`src/rtl/seq_mem_rr_arbiter_if.sv`:
```
// Bundles the two-requester request/response channels and the single-port memory bus
// that seq_mem_rr_arbiter sits between.
interface seq_mem_rr_arbiter_if #(
  parameter int WIDTH    = 32,
  parameter int IDX_SIZE = 8
);
  logic [1:0]            req_valid;
  logic [1:0]            req_ready;
  logic [1:0]            req_write;
  logic [2*IDX_SIZE-1:0] req_addr;
  logic [2*WIDTH-1:0]    req_wdata;
  logic [1:0]            resp_valid;
  logic [1:0]            resp_ready;
  logic [WIDTH-1:0]      resp_rdata;
  logic                  resp_err;
  logic [IDX_SIZE-1:0]   mem_addr0;
  logic                  mem_read_en;
  logic                  mem_write_en;
  logic [WIDTH-1:0]      mem_in;
  logic [WIDTH-1:0]      mem_out;
  logic                  mem_read_done;
  logic                  mem_write_done;

  // The arbiter is the slave of the requesters and the master of the memory.
  modport slave (
    input  req_valid, req_write, req_addr, req_wdata, resp_ready,
           mem_out, mem_read_done, mem_write_done,
    output req_ready, resp_valid, resp_rdata, resp_err,
           mem_addr0, mem_read_en, mem_write_en, mem_in
  );

  modport master (
    output req_valid, req_write, req_addr, req_wdata, resp_ready,
           mem_out, mem_read_done, mem_write_done,
    input  req_ready, resp_valid, resp_rdata, resp_err,
           mem_addr0, mem_read_en, mem_write_en, mem_in
  );
endinterface

```
`src/rtl/seq_mem_rr_arbiter.sv`:
```
// Round-robin arbiter sharing one single-port sequential memory between two requesters,
// one transaction in flight, with out-of-range rejection and missing-done detection.
module seq_mem_rr_arbiter #(
  parameter int WIDTH    = 32,
  parameter int SIZE     = 96,
  parameter int IDX_SIZE = 8
) (
  input  logic                clk,
  input  logic                reset,
  seq_mem_rr_arbiter_if.slave bus,
  output logic                proto_err
);

  typedef enum logic [1:0] {
    IDLE  = 2'd0,
    ISSUE = 2'd1,
    WAIT  = 2'd2,
    RESP  = 2'd3
  } state_t;

  localparam logic [31:0] SIZE_W = SIZE;

  state_t              state_q, state_d;
  logic                ptr_q, ptr_d;
  logic                id_q, id_d;
  logic                op_q, op_d;
  logic [IDX_SIZE-1:0] addr_q, addr_d;
  logic [WIDTH-1:0]    wdata_q, wdata_d;
  logic [WIDTH-1:0]    rdata_q, rdata_d;
  logic                err_q, err_d;
  logic                proto_err_q, proto_err_d;

  logic                grant_id;
  logic                sel_write;
  logic [IDX_SIZE-1:0] sel_addr;
  logic [WIDTH-1:0]    sel_wdata;
  logic                done_ok;

  logic [1:0]          req_ready_c;
  logic [1:0]          resp_valid_c;
  logic [WIDTH-1:0]    resp_rdata_c;
  logic                resp_err_c;
  logic [IDX_SIZE-1:0] mem_addr0_c;
  logic                mem_read_en_c;
  logic                mem_write_en_c;
  logic [WIDTH-1:0]    mem_in_c;

  // A lone requester always wins; a tie goes to the priority pointer.
  always_comb begin
    grant_id = 1'b0;
    case (bus.req_valid)
      2'b01:   grant_id = 1'b0;
      2'b10:   grant_id = 1'b1;
      2'b11:   grant_id = ptr_q;
      default: grant_id = 1'b0;
    endcase
  end

  assign sel_write = grant_id ? bus.req_write[1] : bus.req_write[0];
  assign sel_addr  = grant_id ? bus.req_addr[2*IDX_SIZE-1:IDX_SIZE] : bus.req_addr[IDX_SIZE-1:0];
  assign sel_wdata = grant_id ? bus.req_wdata[2*WIDTH-1:WIDTH] : bus.req_wdata[WIDTH-1:0];
  assign done_ok   = op_q ? bus.mem_write_done : bus.mem_read_done;

  always_comb begin
    state_d        = state_q;
    ptr_d          = ptr_q;
    id_d           = id_q;
    op_d           = op_q;
    addr_d         = addr_q;
    wdata_d        = wdata_q;
    rdata_d        = rdata_q;
    err_d          = err_q;
    proto_err_d    = proto_err_q;
    req_ready_c    = 2'b00;
    resp_valid_c   = 2'b00;
    resp_rdata_c   = '0;
    resp_err_c     = 1'b0;
    mem_addr0_c    = '0;
    mem_read_en_c  = 1'b0;
    mem_write_en_c = 1'b0;
    mem_in_c       = '0;

    case (state_q)
      IDLE: begin
        // No grant while reset is held, so every output reads 0 during reset.
        if ((|bus.req_valid) && !reset) begin
          req_ready_c = grant_id ? 2'b10 : 2'b01;
          id_d        = grant_id;
          op_d        = sel_write;
          addr_d      = sel_addr;
          wdata_d     = sel_wdata;
          ptr_d       = ~grant_id;
          rdata_d     = '0;
          if (32'(sel_addr) >= SIZE_W) begin
            err_d   = 1'b1;
            state_d = RESP;
          end else begin
            err_d   = 1'b0;
            state_d = ISSUE;
          end
        end
      end

      ISSUE: begin
        mem_addr0_c    = addr_q;
        mem_read_en_c  = ~op_q;
        mem_write_en_c = op_q;
        mem_in_c       = op_q ? wdata_q : '0;
        state_d        = WAIT;
      end

      WAIT: begin
        if (done_ok) begin
          rdata_d = op_q ? '0 : bus.mem_out;
          err_d   = 1'b0;
        end else begin
          rdata_d     = '0;
          err_d       = 1'b1;
          proto_err_d = 1'b1;
        end
        state_d = RESP;
      end

      RESP: begin
        resp_valid_c = id_q ? 2'b10 : 2'b01;
        resp_rdata_c = rdata_q;
        resp_err_c   = err_q;
        if (bus.resp_ready[id_q]) begin
          state_d = IDLE;
        end
      end

      default: state_d = IDLE;
    endcase
  end

  always_ff @(posedge clk) begin
    if (reset) begin
      state_q     <= IDLE;
      ptr_q       <= 1'b0;
      id_q        <= 1'b0;
      op_q        <= 1'b0;
      addr_q      <= '0;
      wdata_q     <= '0;
      rdata_q     <= '0;
      err_q       <= 1'b0;
      proto_err_q <= 1'b0;
    end else begin
      state_q     <= state_d;
      ptr_q       <= ptr_d;
      id_q        <= id_d;
      op_q        <= op_d;
      addr_q      <= addr_d;
      wdata_q     <= wdata_d;
      rdata_q     <= rdata_d;
      err_q       <= err_d;
      proto_err_q <= proto_err_d;
    end
  end

  assign bus.req_ready    = req_ready_c;
  assign bus.resp_valid   = resp_valid_c;
  assign bus.resp_rdata   = resp_rdata_c;
  assign bus.resp_err     = resp_err_c;
  assign bus.mem_addr0    = mem_addr0_c;
  assign bus.mem_read_en  = mem_read_en_c;
  assign bus.mem_write_en = mem_write_en_c;
  assign bus.mem_in       = mem_in_c;
  assign proto_err        = proto_err_q;

endmodule

```
`src/flat_wrapper.sv`:
```
// flat-port wrapper written by rule: the top's interface ports become plain ports
module seq_mem_rr_arbiter_flat 
#(
  parameter int WIDTH    = 32,
  parameter int SIZE     = 96,
  parameter int IDX_SIZE = 8
)
  (clk, reset, proto_err, bus_req_valid, bus_req_write, bus_req_addr, bus_req_wdata, bus_resp_ready, bus_mem_out, bus_mem_read_done, bus_mem_write_done, bus_req_ready, bus_resp_valid, bus_resp_rdata, bus_resp_err, bus_mem_addr0, bus_mem_read_en, bus_mem_write_en, bus_mem_in);
  seq_mem_rr_arbiter_if #(.WIDTH(WIDTH), .IDX_SIZE(IDX_SIZE)) bus_i ();
  input  logic clk;
  input  logic reset;
  output logic proto_err;
  input wire logic [$bits(bus_i.req_valid)-1:0] bus_req_valid;
  input wire logic [$bits(bus_i.req_write)-1:0] bus_req_write;
  input wire logic [$bits(bus_i.req_addr)-1:0] bus_req_addr;
  input wire logic [$bits(bus_i.req_wdata)-1:0] bus_req_wdata;
  input wire logic [$bits(bus_i.resp_ready)-1:0] bus_resp_ready;
  input wire logic [$bits(bus_i.mem_out)-1:0] bus_mem_out;
  input wire logic [$bits(bus_i.mem_read_done)-1:0] bus_mem_read_done;
  input wire logic [$bits(bus_i.mem_write_done)-1:0] bus_mem_write_done;
  output wire logic [$bits(bus_i.req_ready)-1:0] bus_req_ready;
  output wire logic [$bits(bus_i.resp_valid)-1:0] bus_resp_valid;
  output wire logic [$bits(bus_i.resp_rdata)-1:0] bus_resp_rdata;
  output wire logic [$bits(bus_i.resp_err)-1:0] bus_resp_err;
  output wire logic [$bits(bus_i.mem_addr0)-1:0] bus_mem_addr0;
  output wire logic [$bits(bus_i.mem_read_en)-1:0] bus_mem_read_en;
  output wire logic [$bits(bus_i.mem_write_en)-1:0] bus_mem_write_en;
  output wire logic [$bits(bus_i.mem_in)-1:0] bus_mem_in;
  assign bus_i.req_valid = bus_req_valid;
  assign bus_i.req_write = bus_req_write;
  assign bus_i.req_addr = bus_req_addr;
  assign bus_i.req_wdata = bus_req_wdata;
  assign bus_i.resp_ready = bus_resp_ready;
  assign bus_i.mem_out = bus_mem_out;
  assign bus_i.mem_read_done = bus_mem_read_done;
  assign bus_i.mem_write_done = bus_mem_write_done;
  assign bus_req_ready = bus_i.req_ready;
  assign bus_resp_valid = bus_i.resp_valid;
  assign bus_resp_rdata = bus_i.resp_rdata;
  assign bus_resp_err = bus_i.resp_err;
  assign bus_mem_addr0 = bus_i.mem_addr0;
  assign bus_mem_read_en = bus_i.mem_read_en;
  assign bus_mem_write_en = bus_i.mem_write_en;
  assign bus_mem_in = bus_i.mem_in;
  seq_mem_rr_arbiter #(.WIDTH(WIDTH), .SIZE(SIZE), .IDX_SIZE(IDX_SIZE)) u_core (.clk(clk), .reset(reset), .bus(bus_i), .proto_err(proto_err));
endmodule
```
`config.mk`:
```
export PLATFORM = sky130hd
export DESIGN_NAME = seq_mem_rr_arbiter_flat
export DESIGN_NICKNAME = d
export VERILOG_FILES = /design/src/rtl/seq_mem_rr_arbiter_if.sv /design/src/rtl/seq_mem_rr_arbiter.sv /design/src/flat_wrapper.sv
export SDC_FILE = /design/constraint.sdc
export NUM_CORES = 1
export LEC_CHECK = 0
export ABC_AREA = 1
export BUFFER_PORTS_ARGS = -buffer_cell sky130_fd_sc_hd__buf_4
export CAP_MARGIN = 0
export CORE_MARGIN = 4
export CORE_UTILIZATION = 30
export CTS_CLUSTER_SIZE = 28
export DETAILED_ROUTE_END_ITERATION = 12
export GPL_ROUTABILITY_DRIVEN = 0
export PLACE_DENSITY = 0.65
export SLEW_MARGIN = 25
export SYNTH_ARGS = -nofsm -noshare
export SYNTH_HDL_FRONTEND = slang
export SYNTH_SLANG_ARGS = --single-unit
```
`constraint.sdc`:
```
create_clock -name clk -period 1.9 [get_ports clk]
set_clock_uncertainty 0.2 [all_clocks]
set_input_delay 0.475 -clock clk [delete_from_list [all_inputs] [get_ports clk]]
set_output_delay 0.475 -clock clk [all_outputs]
set_load 0.03 [all_outputs]
```
---- Yosys cells after proc, flatten, opt, wreduce, memory -nomap -nowiden ----
Cells that the tools add are included.
cells by class
  add/sub/neg operators ................... 0
  multiply operators ...................... 0
  divide/modulo/power cells ............... 0
  magnitude comparators ................... 2
  equal/unequal tests ..................... 7
  shift operators ......................... 0
  mux-type cells .......................... 31
  bitwise gates (word level) .............. 3
  reduce and logical (&&, ||, !) cells .... 9
operators by type and width
  cell                                                                                 count
  32-bit 2-to-1 mux                                                                    7
  32-bit case mux with 2 select lines                                                  1
  2-bit 2-to-1 mux                                                                     8
  8-bit 2-to-1 mux                                                                     2
  1-bit 2-to-1 mux                                                                     10
  2-bit equality test, second input constant                                           4
  8-bit by 7-bit greater-or-equal comparator with 1-bit output, second input constant  1
  2-bit case mux with 4 select lines                                                   1
  2-bit AND reduction                                                                  4
  2-bit by 1-bit != test with 1-bit output, second input constant                      2
  1-bit case mux with 2 select lines                                                   2
  1-bit inverter                                                                       3
  2-bit by 1-bit equality test with 1-bit output, second input constant                1
  2-bit zero test                                                                      1
  1-bit by 2-bit < comparator with 1-bit output, second input constant                 1
  2-bit nonzero test                                                                   1
  2-bit OR reduction                                                                   1
  1-bit logical AND                                                                    1
  1-bit zero test                                                                      1
storage, ports and cells
  register bits ........................... 79
  latch bits .............................. 0
  bits in writable memories ............... 0
  memory bits (read-only) ................. 0
  input port bits ......................... 122
  memories kept ........................... 0

---- Logic depth before layout (Yosys ltp) ----
Gate-level depths: netlist of run 1.
  depth after elaboration ................. 7
  mapped depth ............................ 9
  mapped depth without buffers ............ 9

---- Worst setup path after synthesis of run 1 ----
Ideal clock, no wire load.
  path type ............................... flip-flop to output port
  from .................................... register u_core.state_q[1]
  to ...................................... output bus_mem_in[22]
  arrival time ............................ 1.603 ns
  required time ........................... 1.225 ns
  path slack .............................. -0.378 ns
  stages on the path, launching flop included .. 7
  cells stage by stage .................... dfxtp_1 > inv_1 > ha_1 > clkbuf_1 > nand2_1 > clkbuf_1 > nor2_1
on the way
  word-level cells in the longest chain between the ends .. 2
ends and longest elaborated chain
  what                                            line                       text
  start, declared                                 seq_mem_rr_arbiter.sv:23   state_t state_q, state_d;
  start signal, assigned                          seq_mem_rr_arbiter.sv:149  state_q <= state_d;
  2-bit by 1-bit equality test with 1-bit output  seq_mem_rr_arbiter.sv:83   case (state_q)
  32-bit 2-to-1 mux                               seq_mem_rr_arbiter.sv:83
  end, declared                                   flat_wrapper.sv:28         output wire logic [$bits(bus_i.mem_in)-1:0] bus_mem_in;
No other way between the ends.

---- Worst setup path in the final report of run 1 ----
  from .................................... register u_core.state_q[1]
  to ...................................... output bus_mem_in[30]
Same word-level chain as after synthesis.

==> flow_summary_export.csv, run 1 <==
group,metric,value,unit
clock_tree,clk_pin_slew,0.06,ns
status,failed_checks,"setup timing",
power,vdd_ir_drop_max,0.0005039,V
floorplan,rows,43,
cells_and_area,nFillCells,1349,
timing,worst_slack,-0.2434,ns
clock_tree,clk-insertion-delay-late,0.34,ns
global_routing,grt_usage,17.66,%
cells_and_area,nets,1017,
status,run_status,"finished, violations left",
routing,vias,4922,
timing,finalSetupViolCount,79,
routing,drc,0,
place,dpl.cell_count,1050,
timing,period_needed,2.143,ns
timing,worst_pin_slew,0.9148,ns
logic_synthesis,synth_edf_count,0,
clock_tree,clock_sinks,79,
cells_and_area,design_area,7472,um^2
critical_path,slowest_stage,"dfxtp_2",
logic_synthesis,synthCells,673,
cells_and_area,diodes,0,
floorplan,initial_core_util,30.94,%
logic_synthesis,ys_async_sr_fraction,0,%
global_routing,antenna_found_initial,0,
critical_path,critPathLaunchType,"flop",
min_path,hold_class,"input pin to flop",
clock_tree,htree_levels,3,
floorplan,die_x,128.3,um
cells_and_area,drive_above_1_share,45.36,%
place,placed_area,6530,um^2
clock_tree,cts_root_buf,"clkbuf_16",
timing,max_freq,0.4665,GHz
logic_synthesis,synth_top_area_share,36.41,%
routing,wl,14990,um
power,powerDensity,947.7,nW/um^2
critical_path,crit_path_cell_trace,"inv_4 -> ha_4 -> nand2_8 -> buf_16 -> nor2_4 -> buf_6",
place,io_buffers,201,
floorplan,coreArea,14040,um^2
routing,drt_iter0_drc,204,
cells_and_area,area_growth,72.00,%
logic_synthesis,synth_area_leaders,"dfxtp_1, nand2_1, inv_1, a21oi_1, nand3_1",
cells_and_area,multi_input_area,2564,um^2
critical_path,path_class,"flop to primary output",
routing,avgRoutedWirePerCell,13.95,um
timing,rsz0062_at_grt,"true",
timing,relSlewSlack,39.01,%
floorplan,chipHeight,128.3,um
routing,via_per_inst,4.579,
logic_synthesis,synth.ff_latch_count,79,
cells_and_area,layout.cells.non_filler,1075,
timing,slew_violations,0,
floorplan,die-area,16470,um^2
critical_path,cpPeakStageDelay,0.34,ns
logic_synthesis,synth_cell_types,26,
critical_path,cp-end-kind,"primary output",
timing,hold_viol,0,
routing,ant_nets,0,
global_routing,grt_overflow_total,0,
routing,firstDrtPassIters,5,
floorplan,num_io_pins,202,
timing,fin_crit_sh,112.8,%
cells_and_area,layout_common_cells,"nand2_1, buf_4, buf_6",
global_routing,grt_max_degree,73,
critical_path,cp.arrival,1.47,ns
logic_synthesis,synth_flop_cell,"dfxtp_1",
logic_synthesis,postSynthAreaPerCell,6.455,um^2
flow_run,cap_violations,0,
critical_path,required,1.22,ns
logic_synthesis,yosys_warnings,0,
logic_synthesis,syn-num-nets,800,
power,leakagePower,3.480,nW
clock_tree,cts_tree,"built",
global_routing,grt_pass1_vias,4624,
logic_synthesis,syn_area,4344,um^2
global_routing,grt_pass1_wl,23410,um
logic_synthesis,yosysTopAreaCell,"dfxtp_1",
cells_and_area,ff_latch_area,1587,um^2
place,place_hpwl,10420,um
clock_tree,cts_buffers,9,
clock_tree,clockBufferDepth,2,
cells_and_area,layout_commonest_cell,"nand2_1",
logic_synthesis,seq_area_frac_synth,36.41,%
critical_path,cp_max_fo,8,
==> timing repair <==
action	4_1_cts	5_1_grt
resized for setup	89	77
pin swaps	3	8
hold buffers	0	0
endpoints found under the setup margin	79	106
setup buffers	1	2
gates cloned	3	3
==> metrics by stage <==
step                TNS, ns  total power, W  hold WS (ns)  utilization [%]  setup slack, ns
floorplan           -0.7641        0.003800        0.2399                -         -0.02547
CTS                  -15.80        0.006964        0.2055            51.42          -0.2364
global route         -20.12        0.007522        0.2198            53.21          -0.3014
global placement          0        0.004955        0.2491            46.50         0.008949
detailed placement        0        0.004969        0.2520            46.50         0.002947
finish               -15.43        0.007081        0.2158            53.21          -0.2434
==> path summary, 6_finish.rpt <==
check	start	to	slack (ns)	depth (start not counted)
worst min register to register	u_core.wdata_q[20]	u_core.wdata_q[20]	0.26	2
worst min-delay path	bus_mem_out[0]	u_core.rdata_q[0]	0.22	3
worst max-delay path	u_core.state_q[1]	bus_mem_in[30]	-0.24	6
worst max register to register	u_core.state_q[1]	u_core.state_q[0]	0.11	9
==> worst max-delay path, delay by kind of cell (launching register included) <==
family	cells	cell delay (ns)
buf+inv	3	0.41
flops	1	0.34
simple gates	2	0.20
fa+ha+maj	1	0.18
==> cell families after synthesis <==
group,count (synthesis),share of synthesized area (%)
AOI/OAI and AO/OA,87,12.24
adders and majority gates,5,1.440
and+or+nand+nor,363,36.35
DFF,79,36.41
buffers and inverters,139,13.57
==> report_power, final <==
part | internal [W] | total (W) | switching (W)
clock network | 0.00105 | 0.00175 | 0.000693
logic | 0.00143 | 0.00329 | 0.00186
registers | 0.00189 | 0.00204 | 0.000153
==> sequential cells by signal, indices dropped and copies added, names as in the netlist <==
register / cells
u_core.id_q: 1
u_core.ptr_q: 1
u_core.proto_err: 1
u_core.state_q: 2
u_core.rdata_q: 32
u_core.err_q: 1
u_core.op_q: 1
u_core.wdata_q: 32
u_core.addr_q: 8
==> layout make-up <==
class	count	share of cell area (%)
timing repair buffer	255	32.69
sequential	79	21.23
clock buffer	11	3.248
multi-input combinational	455	34.31
inverter	90	4.739
clock inverter	5	0.7703
tap	180	3.014
==> synth_stat cells (4+ instances only) <==
cell type,n
a21oi_1,55
a21oi_2,20
buf_1,4
buf_2,16
buf_4,4
buf_6,4
clkbuf_1,21
dfxtp_1,79
ha_1,5
inv_1,88
nand2_1,221
nand2_2,21
nand3_1,40
nand4_1,31
nor2_1,44
o21ai_0,6
==> metal layers <==
layer	vias up	part of all wire [%]	wire, um	track usage (%)
met4	0	1.2	187	5.119
met2	186	46	6828	28.44
met1	2187	42	6302	22.49
li1	2535	-	-	-
met3	14	11	1676	6.019
met5	-	0	0	0
(Power assumes the default switching activity.)
==> run 2: changes to the inputs <==
Settings changed: CORE_UTILIZATION 30 to 35, PLACE_DENSITY 0.65 to 0.72.
==> run 2 against run 1 <==
Compared with the run above:
- die area shrank 13%
- largest power group unchanged
- the flow still finishes with violations (setup timing)
- total power grew 4.8%
- hold slack gained 0.013 ns
- maximum frequency grew 0.34%
==> flow_summary_export.csv, run 2 (synthesis gave the netlist of run 1 again) <==
group,metric,value,unit
status,run_status,"finished, violations left",
status,failed_checks,"setup timing",
place,io_buffers,201,
floorplan,coreArea,12060,um^2
routing,drt_iter0_drc,266,
timing,rsz0062_at_grt,"true",
power,finalPower,0.007424,W
power,vdd_ir_drop_max,0.0008261,V
critical_path,reg2reg_from,"u_core.state_q[0]",
routing,drc,0,
critical_path,cp.arrival,1.46,ns
timing,period_needed,2.136,ns
cells_and_area,reg_top3,"u_core.rdata_q x32, u_core.wdata_q x32, u_core.addr_q x8",
timing,worst_pin_slew,0.8946,ns
critical_path,required,1.22,ns
global_routing,grt_pass1_vias,4688,
timing,relSlewSlack,40.36,%
timing,max_freq,0.4681,GHz
place,placed_area,6505,um^2
floorplan,die_x,119.4,um
critical_path,worst-r2r-cell-count,8,
routing,wl,14420,um
routing,vias,4927,
cells_and_area,nets,1014,
min_path,hold_end,"u_core.rdata_q[13]",
cells_and_area,diodes,0,
clock_tree,clockBufferDepth,2,
timing,slew_violations,0,
power,leakagePower,3.591,nW
cells_and_area,layout_commonest_cell,"nand2_1",
global_routing,grt_pass1_wl,22730,um
clock_tree,clk-insertion-delay-late,0.33,ns
critical_path,critPathLaunchType,"flop",
floorplan,chipHeight,119.4,um
cells_and_area,drive_above_1_share,45.79,%
cells_and_area,layout_common_cells,"nand2_1, buf_4, dfxtp_1",
clock_tree,htree_levels,3,
global_routing,grt_usage,19.38,%
clock_tree,clock_sinks,79,
min_path,min_from,"bus_mem_out[13]",
place,place_ws,-0.05340,ns
global_routing,antenna_found_initial,0,
clock_tree,clk_pin_slew,0.06,ns
floorplan,initial_core_util,36.02,%
critical_path,r2r-end,"u_core.rdata_q[10]",
min_path,hold_class,"input pin to flop",
critical_path,cp-end-kind,"primary output",
timing,finalSetupViolCount,79,
cells_and_area,fin_util,62.01,%
timing,fin_crit_sh,112.4,%
routing,via_per_inst,4.653,
global_routing,grt_overflow_total,0,
floorplan,die-area,14260,um^2
timing,worst_slack,-0.2362,ns
clock_tree,cts_buffers,9,
routing,avgRoutedWirePerCell,13.62,um
global_routing,grt_max_degree,73,
min_path,hold_path_depth,3,
critical_path,reg2reg_slack,0.13,ns
timing,hold_viol,0,
critical_path,cp_max_fo,6,
place,place_hpwl,10120,um
cells_and_area,design_area,7480,um^2
flow_run,cap_violations,0,
power,powerDensity,992.5,nW/um^2
timing,fin_setup_tns,-14.00,ns
routing,firstDrtPassIters,4,
routing,ant_nets,0,
clock_tree,cts_tree,"built",
floorplan,num_io_pins,202,
clock_tree,cts_root_buf,"clkbuf_16",
critical_path,path_class,"flop to primary output",
cells_and_area,area_growth,72.18,%
floorplan,rows,40,
-- run 2: power by group --
group	switching (W)	internal, W
Sequential	0.000161	0.00189
Clock	0.000677	0.00131
Combinational	0.00190	0.00148
-- run 2: worst max-delay path: stages (launching register included) --
cell and delay [ns]:
dfxtp_2 0.33, inv_4 0.07, ha_4 0.15, nand2_4 0.07
buf_12 0.16, buf_12 0.14, nor2_4 0.08, buf_6 0.13
-- run 2: area by class of cell --
type / instances / area (um^2)
inverter: 90 / 354.1
fill: 1089 / 4582
clock inverter: 5 / 106.4
timing repair buffer: 252 / 2379
multi-input combinational: 455 / 2605
clock buffer: 10 / 239.0
tap: 168 / 210.2
sequential: 79 / 1587
-- run 2: metrics by stage --
step / cells / hold slack, ns
after floorplan: 673 / 0.2399
after global placement: 1035 / 0.2487
after detailed placement: 1035 / 0.2535
after CTS: 1056 / 0.2191
after global routing: 1059 / 0.2228
final: 1059 / 0.2284
-- run 2: worst max-delay path by stage --
stage,cells after the start,from,to,slack [ns]
after detailed placement,7,reset,bus_req_ready[0],-0.05
after global placement,7,reset,bus_req_ready[0],-0.02
after global routing,7,u_core.state_q[1],bus_mem_in[25],-0.29
final,7,u_core.state_q[1],bus_mem_in[19],-0.24
after floorplan,5,u_core.state_q[0],bus_resp_rdata[10],-0.03
after CTS,7,u_core.state_q[1],bus_mem_in[26],-0.25
-- run 2: timing repair --
action,4_1_cts,5_1_grt
cloned,2,2
pin swaps,5,15
setup endpoints to repair,79,81
setup buffers,4,2
hold buffers,0,0
resized for setup,113,52
-- run 2: per-layer routing --
layer | part of all wire [%] | GRT usage (%)
met5 | 0 | 0
met1 | 43 | 24.55
met3 | 8.7 | 6.505
met4 | 1.5 | 4.653
met2 | 47 | 31.83
